==> src/rtl/iob_cache_write_channel_axi_mo.sv <==
// Write-back line writer: buffers evicted lines and issues overlapping AXI4 write bursts,
// retiring B in order and retrying failed lines. Optional strobes: IOB_CACHE_WR_STRB_EN.
module iob_cache_write_channel_axi_mo #(
   parameter  int ADDR_W          = 32,
   parameter  int FE_DATA_W       = 32,
   parameter  int BE_ADDR_W       = 32,
   parameter  int BE_DATA_W       = 64,
   parameter  int WORD_OFFSET_W   = 3,
   parameter  int AXI_ID_W        = 1,
   parameter  int AXI_ID          = 0,
   parameter  int AXI_LEN_W       = 8,
   parameter  int MAX_OUTSTANDING = 4,
   parameter  int MAX_RETRY       = 3,
   localparam int LINE_W          = FE_DATA_W * (2 ** WORD_OFFSET_W),
   localparam int LOFF            = $clog2(FE_DATA_W / 8) + WORD_OFFSET_W
) (
   input  logic                   clk_i,
   input  logic                   arst_n_i,
   input  logic                   valid_i,
   input  logic [ADDR_W-LOFF-1:0] addr_i,
   input  logic [LINE_W-1:0]      wdata_i,
`ifdef IOB_CACHE_WR_STRB_EN
   input  logic [LINE_W/8-1:0]    wstrb_i,
`endif
   output logic                   ready_o,
   output logic                   idle_o,
   output logic                   err_o,
   output logic [AXI_ID_W-1:0]    axi_awid_o,
   output logic [BE_ADDR_W-1:0]   axi_awaddr_o,
   output logic [AXI_LEN_W-1:0]   axi_awlen_o,
   output logic [2:0]             axi_awsize_o,
   output logic [1:0]             axi_awburst_o,
   output logic                   axi_awlock_o,
   output logic [3:0]             axi_awcache_o,
   output logic [2:0]             axi_awprot_o,
   output logic [3:0]             axi_awqos_o,
   output logic                   axi_awvalid_o,
   input  logic                   axi_awready_i,
   output logic [BE_DATA_W-1:0]   axi_wdata_o,
   output logic [BE_DATA_W/8-1:0] axi_wstrb_o,
   output logic                   axi_wlast_o,
   output logic                   axi_wvalid_o,
   input  logic                   axi_wready_i,
   input  logic [AXI_ID_W-1:0]    axi_bid_i,
   input  logic [1:0]             axi_bresp_i,
   input  logic                   axi_bvalid_i,
   output logic                   axi_bready_o
);

   localparam int BEATS  = LINE_W / BE_DATA_W;
   localparam int BEAT_W = (BEATS > 1) ? $clog2(BEATS) : 1;
   localparam int PTR_W  = $clog2(MAX_OUTSTANDING);
   localparam int RTRY_W = $clog2(MAX_RETRY + 1);
   localparam int LA_W   = ADDR_W - LOFF;
   localparam logic [PTR_W:0] PTR_ONE = 1;

   typedef enum logic {S_RUN, S_DRAIN} state_t;

   state_t              r_state;
   // Pointers carry one extra wrap bit so full and empty are distinguishable.
   logic [PTR_W:0]      r_wr_ptr, r_aw_ptr, r_w_ptr, r_b_ptr;
   logic [BEAT_W-1:0]   r_beat;
   logic [PTR_W:0]      r_inflight;
   logic [RTRY_W-1:0]   r_retry;
   logic                r_err;
   logic                r_aw_hold;

   logic [LA_W-1:0]     r_addr_mem [MAX_OUTSTANDING];
   logic [LINE_W-1:0]   r_data_mem [MAX_OUTSTANDING];
`ifdef IOB_CACHE_WR_STRB_EN
   logic [LINE_W/8-1:0] r_strb_mem [MAX_OUTSTANDING];
`endif

   logic [PTR_W:0]      w_count;
   logic [PTR_W-1:0]    w_wr_idx, w_aw_idx, w_w_idx;
   logic                w_accept, w_awvalid, w_aw_fire;
   logic                w_wvalid, w_w_fire, w_w_last, w_w_done;
   logic                w_bready, w_b_fire, w_drain_done;
   logic [ADDR_W-1:0]   w_aw_byte_addr;
   logic                w_unused;

   assign w_count  = r_wr_ptr - r_b_ptr;
   assign w_wr_idx = r_wr_ptr[PTR_W-1:0];
   assign w_aw_idx = r_aw_ptr[PTR_W-1:0];
   assign w_w_idx  = r_w_ptr[PTR_W-1:0];

   assign ready_o  = (w_count != (PTR_W+1)'(MAX_OUTSTANDING));
   assign idle_o   = (w_count == '0);
   assign err_o    = r_err;
   assign w_accept = valid_i & ready_o;

   // A request already presented when DRAIN starts stays up until accepted.
   assign w_awvalid    = ((r_state == S_RUN) && (r_aw_ptr != r_wr_ptr)) || r_aw_hold;
   assign w_aw_fire    = w_awvalid & axi_awready_i;
   assign w_wvalid     = (r_w_ptr != r_aw_ptr);
   assign w_w_fire     = w_wvalid & axi_wready_i;
   assign w_w_last     = (r_beat == BEAT_W'(BEATS - 1));
   assign w_w_done     = w_w_fire & w_w_last;
   assign w_bready     = (r_inflight != '0);
   assign w_b_fire     = w_bready & axi_bvalid_i;
   assign w_drain_done = (r_state == S_DRAIN) && !w_bready && !w_wvalid && !w_awvalid;

   assign w_aw_byte_addr = {r_addr_mem[w_aw_idx], {LOFF{1'b0}}};
   assign axi_awid_o     = AXI_ID_W'(AXI_ID);
   assign axi_awaddr_o   = BE_ADDR_W'(w_aw_byte_addr);
   assign axi_awlen_o    = AXI_LEN_W'(BEATS - 1);
   assign axi_awsize_o   = 3'($clog2(BE_DATA_W / 8));
   assign axi_awburst_o  = (BEATS > 1) ? 2'b01 : 2'b00;
   assign axi_awlock_o   = 1'b0;
   assign axi_awcache_o  = 4'b0011;
   assign axi_awprot_o   = 3'b000;
   assign axi_awqos_o    = 4'b0000;
   assign axi_awvalid_o  = w_awvalid;

   assign axi_wdata_o  = r_data_mem[w_w_idx][int'(r_beat)*BE_DATA_W +: BE_DATA_W];
`ifdef IOB_CACHE_WR_STRB_EN
   assign axi_wstrb_o  = r_strb_mem[w_w_idx][int'(r_beat)*(BE_DATA_W/8) +: BE_DATA_W/8];
`else
   assign axi_wstrb_o  = '1;
`endif
   assign axi_wlast_o  = w_w_last;
   assign axi_wvalid_o = w_wvalid;
   assign axi_bready_o = w_bready;

   assign w_unused = ^{axi_bid_i, axi_bresp_i[0]};

   always_ff @(posedge clk_i) begin
      if (w_accept) begin
         r_addr_mem[w_wr_idx] <= addr_i;
         r_data_mem[w_wr_idx] <= wdata_i;
`ifdef IOB_CACHE_WR_STRB_EN
         r_strb_mem[w_wr_idx] <= wstrb_i;
`endif
      end
   end

   always_ff @(posedge clk_i or negedge arst_n_i) begin
      if (!arst_n_i) begin
         r_state    <= S_RUN;
         r_wr_ptr   <= '0;
         r_aw_ptr   <= '0;
         r_w_ptr    <= '0;
         r_b_ptr    <= '0;
         r_beat     <= '0;
         r_inflight <= '0;
         r_retry    <= '0;
         r_err      <= 1'b0;
         r_aw_hold  <= 1'b0;
      end else begin
         if (w_accept) r_wr_ptr <= r_wr_ptr + PTR_ONE;
         r_aw_hold <= w_awvalid & ~axi_awready_i;
         if (w_aw_fire) r_aw_ptr <= r_aw_ptr + PTR_ONE;
         if (w_w_fire) r_beat <= w_w_last ? '0 : r_beat + BEAT_W'(1);
         if (w_w_done) r_w_ptr <= r_w_ptr + PTR_ONE;
         r_inflight <= r_inflight + (PTR_W+1)'(w_w_done) - (PTR_W+1)'(w_b_fire);
         case (r_state)
            S_RUN: begin
               if (w_b_fire) begin
                  if (!axi_bresp_i[1]) begin
                     r_b_ptr <= r_b_ptr + PTR_ONE;
                     r_retry <= '0;
                  end else begin
                     r_state <= S_DRAIN;
                  end
               end
            end
            S_DRAIN: begin
               // Bus is quiet: replay from the head, or give up on it and replay the rest.
               if (w_drain_done) begin
                  r_state <= S_RUN;
                  if (r_retry < RTRY_W'(MAX_RETRY)) begin
                     r_retry  <= r_retry + RTRY_W'(1);
                     r_aw_ptr <= r_b_ptr;
                     r_w_ptr  <= r_b_ptr;
                  end else begin
                     r_retry  <= '0;
                     r_err    <= 1'b1;
                     r_b_ptr  <= r_b_ptr + PTR_ONE;
                     r_aw_ptr <= r_b_ptr + PTR_ONE;
                     r_w_ptr  <= r_b_ptr + PTR_ONE;
                  end
               end
            end
            default: r_state <= S_RUN;
         endcase
      end
   end

endmodule

==> config.mk <==
export PLATFORM = sky130hd
export DESIGN_NAME = iob_cache_write_channel_axi_mo
export DESIGN_NICKNAME = d
export VERILOG_FILES = /design/src/rtl/iob_cache_write_channel_axi_mo.sv
export SDC_FILE = /design/constraint.sdc
export NUM_CORES = 1
export LEC_CHECK = 0
export ABC_AREA = 1
export CORE_AREA = 5 5 323 293
export DETAILED_ROUTE_END_ITERATION = 16
export DIE_AREA = 0 0 328 298
export MAX_ROUTING_LAYER = met4
export PLACE_DENSITY_LB_ADDON = 0.3
export SYNTH_ARGS = -nofsm -noshare
export SYNTH_HDL_FRONTEND = slang
export SYNTH_SLANG_ARGS = --single-unit
==> constraint.sdc <==
create_clock -name clk_i -period 15 [get_ports clk_i]
set_input_delay 3 -clock clk_i [delete_from_list [all_inputs] [get_ports clk_i]]
set_output_delay 3 -clock clk_i [all_outputs]
set_load 0.005 [all_outputs]
==> impl_metrics.ini <==
[route]
route.vias.total = 27700
remaining_drc_errors = 0
first_pass_iters = 5
wl_per_cell_um = 23.5
routed_wl_mm = 114
drtIter0Drc = 2444
vias_per_cell = 5.71
drtAntennaViolNets = 0

[global_routing]
grt_max_degree = 305
antenna_found_initial = 35
grt_overflow = 0
grt_pass1_wl_mm = 167
grt_pass1_vias = 26500
track_usage_pct = 23.2

[clock_network]
clk_pin_slew_ns = 0.06
tritoncts = done
cts_buffers = 112
clkLatencyLatePin_ns = 0.69
htreeDepth = 3
cts_root_buf = clkbuf_16
cts_hold_buf = 0
cts_resized = 0
post_cts_buffers = 0
cts_buffer_depth = 3
numClockSinks = 1154

[floorplanning]
fp.dieW_um = 328
rows = 105
top_level_ports = 429
core-area_um2 = 90800
initial_utilization_pct = 49.6
die_h_um = 298
die_area_um2 = 97700

[logic_synthesis]
synth_area_leaders = edfxtp_1, o21ai_0, nor2_1
synth_top_area_share_pct = 75.6
ys_types = 32
synth-seq-cells = 1154
avgSynthCellArea_um2 = 14.1
yosysWarningCount = 0
synth_top_cell_by_area = edfxtp_1
syn-cell-area_um2 = 45000
seq_area_frac_synth_pct = 76.8
synthCells = 3196

[timing]
whs_ns = 0.469
hold_viol_final = 0
fin_ws_ns = 6.80
rsz0062_at_grt = false
finalClockSkew_ns = 0.0204
fmax_mhz = 122
finalSetupViolCount = 0
min_period_over_period_pct = 54.7
fin_crit_ns = 8.20
slew_headroom_pct = 18.6
worstMarginPinSlew_ns = 1.22
finalMaxSlewViolations = 0

[worst_hold_path]
hold_path.class = reg -> reg
holdPathStages = 1
hp-start = err_o
min_to = err_o

[placed_design]
dpl_worst_slack_ns = 7.48
globalplace.congestion = 0.803
port_buffers = 387
dp_hpwl_mm = 64.7
placed_area_um2 = 49600

[cells_and_area]
drive_gt1_share_pct = 5.79
syn_to_final_growth_pct = 18.4
layout.nets = 3806
design_area_um2 = 53200
layout_commonest_cell = edfxtp_1
most-common-layout-cells = edfxtp_1, nor2_1, o21ai_0

[status]
outcome = completed

[worst_setup_path]
cp_max_fo = 98
crit_path_start_kind = flop
cp_common_cell = buf_4
endpoint_kind = output port
r2r_setup_slack_ns = 10.20
crit_required_ns = 12.00
cp_slowest_cell = buf_4
slowest_delay_ns = 0.91
reg2reg_depth = 9
critPathKind = reg -> out
regToRegStartpoint = r_wr_ptr[1]
crit_chain = inv_8 > buf_4 > buf_4 > o21ai_0 > o221ai_1 > o211ai_1 > nand2_1 > clkdlybuf4s50_1
worstPathArrival_ns = 5.20
timing.rr.end = r_data_mem[3][65]

[run]
maxCapViolations = 0

[power]
p_leak_nw = 17.2
p_per_area_nw_per_um2 = 209
ir_drop_mv = 0.150
## sequential cells by signal (all words and copies together), names as in the netlist
signal      count
r_data_mem   1024
r_addr_mem    108
r_aw_ptr        3
r_b_ptr         3
r_inflight      3
r_w_ptr         3
r_wr_ptr        3
r_beat          2
r_retry         2
err_o           1
r_aw_hold       1
r_state         1
## layout make-up
type	count	area, µm²
Clock inverter	60	553
Inverter	28	134
Clock buffer	144	2980
Tap cell	1230	1540
Antenna cell	41	103
Sequential cell	1154	34600
Multi-Input combinational cell	1781	9190
Timing Repair Buffer	423	4190
Fill cell	6921	37500
## logic make-up (layout without fill, tap and decap cells)
logic type	Yosys count	count (layout)	synth area share, %
AND/OR/NAND/NOR	788	788	6.87
flip-flops	1154	1154	76.8
adder cells (fa/ha/maj)	14	14	0.406
AO/OA/AOI/OAI	930	930	12.6
other	2	80	0.0167
buffers and inverters	298	655	3.17
XOR/XNOR	10	10	0.195
## power by group
part	switching (mW)	total [mW]	internal [mW]
registers	0.255	4.68	4.42
clock network	1.15	2.70	1.55
logic	2.52	3.76	1.25
## Yosys cell counts, drive strengths merged
cell    count
o21ai     576
nor2      579
ha         13
edfxtp   1132
fa          1
buf       116
nand2     131
conb        2
inv        28
o211ai     67
o221ai    189
nor3        2
a21oi       3
dfrtp      22
xor2        2
nand3      75
xnor2       8
nand3b      1
a21o        1
o22ai      94
clkbuf    154
## worst max-delay path by stage
stage / start / end / slack, ns
floorplan: valid_i / r_addr_mem[0][0] / -0.76
global placement: r_w_ptr[1] / axi_wdata_o[56] / 7.54
detailed placement: r_w_ptr[1] / axi_wdata_o[58] / 7.48
CTS: r_w_ptr[1] / axi_wdata_o[58] / 6.75
global route: r_w_ptr[1] / axi_wdata_o[58] / 6.62
finish: r_w_ptr[1] / axi_wdata_o[58] / 6.80
## through the flow
stage	total power [mW]	utilization [%]	instances	TNS, ns
floorplan	7.18	-	3233	-861.62
global placement	8.46	54.7	4616	0
detailed placement	8.54	54.7	4616	0
CTS	11.2	58.5	4820	0
global route	11.7	58.6	4852	0
finish	11.1	58.7	4861	0
## worst max-delay path, delay by kind of cell (launching register included)
family / cells / cell delay, ns
DFF: 1 / 0.62
AOI/OAI and AO/OA: 3 / 0.64
and+or+nand+nor: 1 / 0.31
buffers and inverters: 4 / 2.80
## metal layers
layer | global-route usage, % | wire length (µm) | vias to the layer above
met1 | 29.8 | 45400 | 13900
met5 | - | 0 | -
met2 | 38.0 | 57600 | 930
li1 | - | - | 12800
met4 | 6.85 | 2880 | 0
met3 | 4.77 | 8380 | 170
Note: power is estimated with default switching activity, not from simulation.
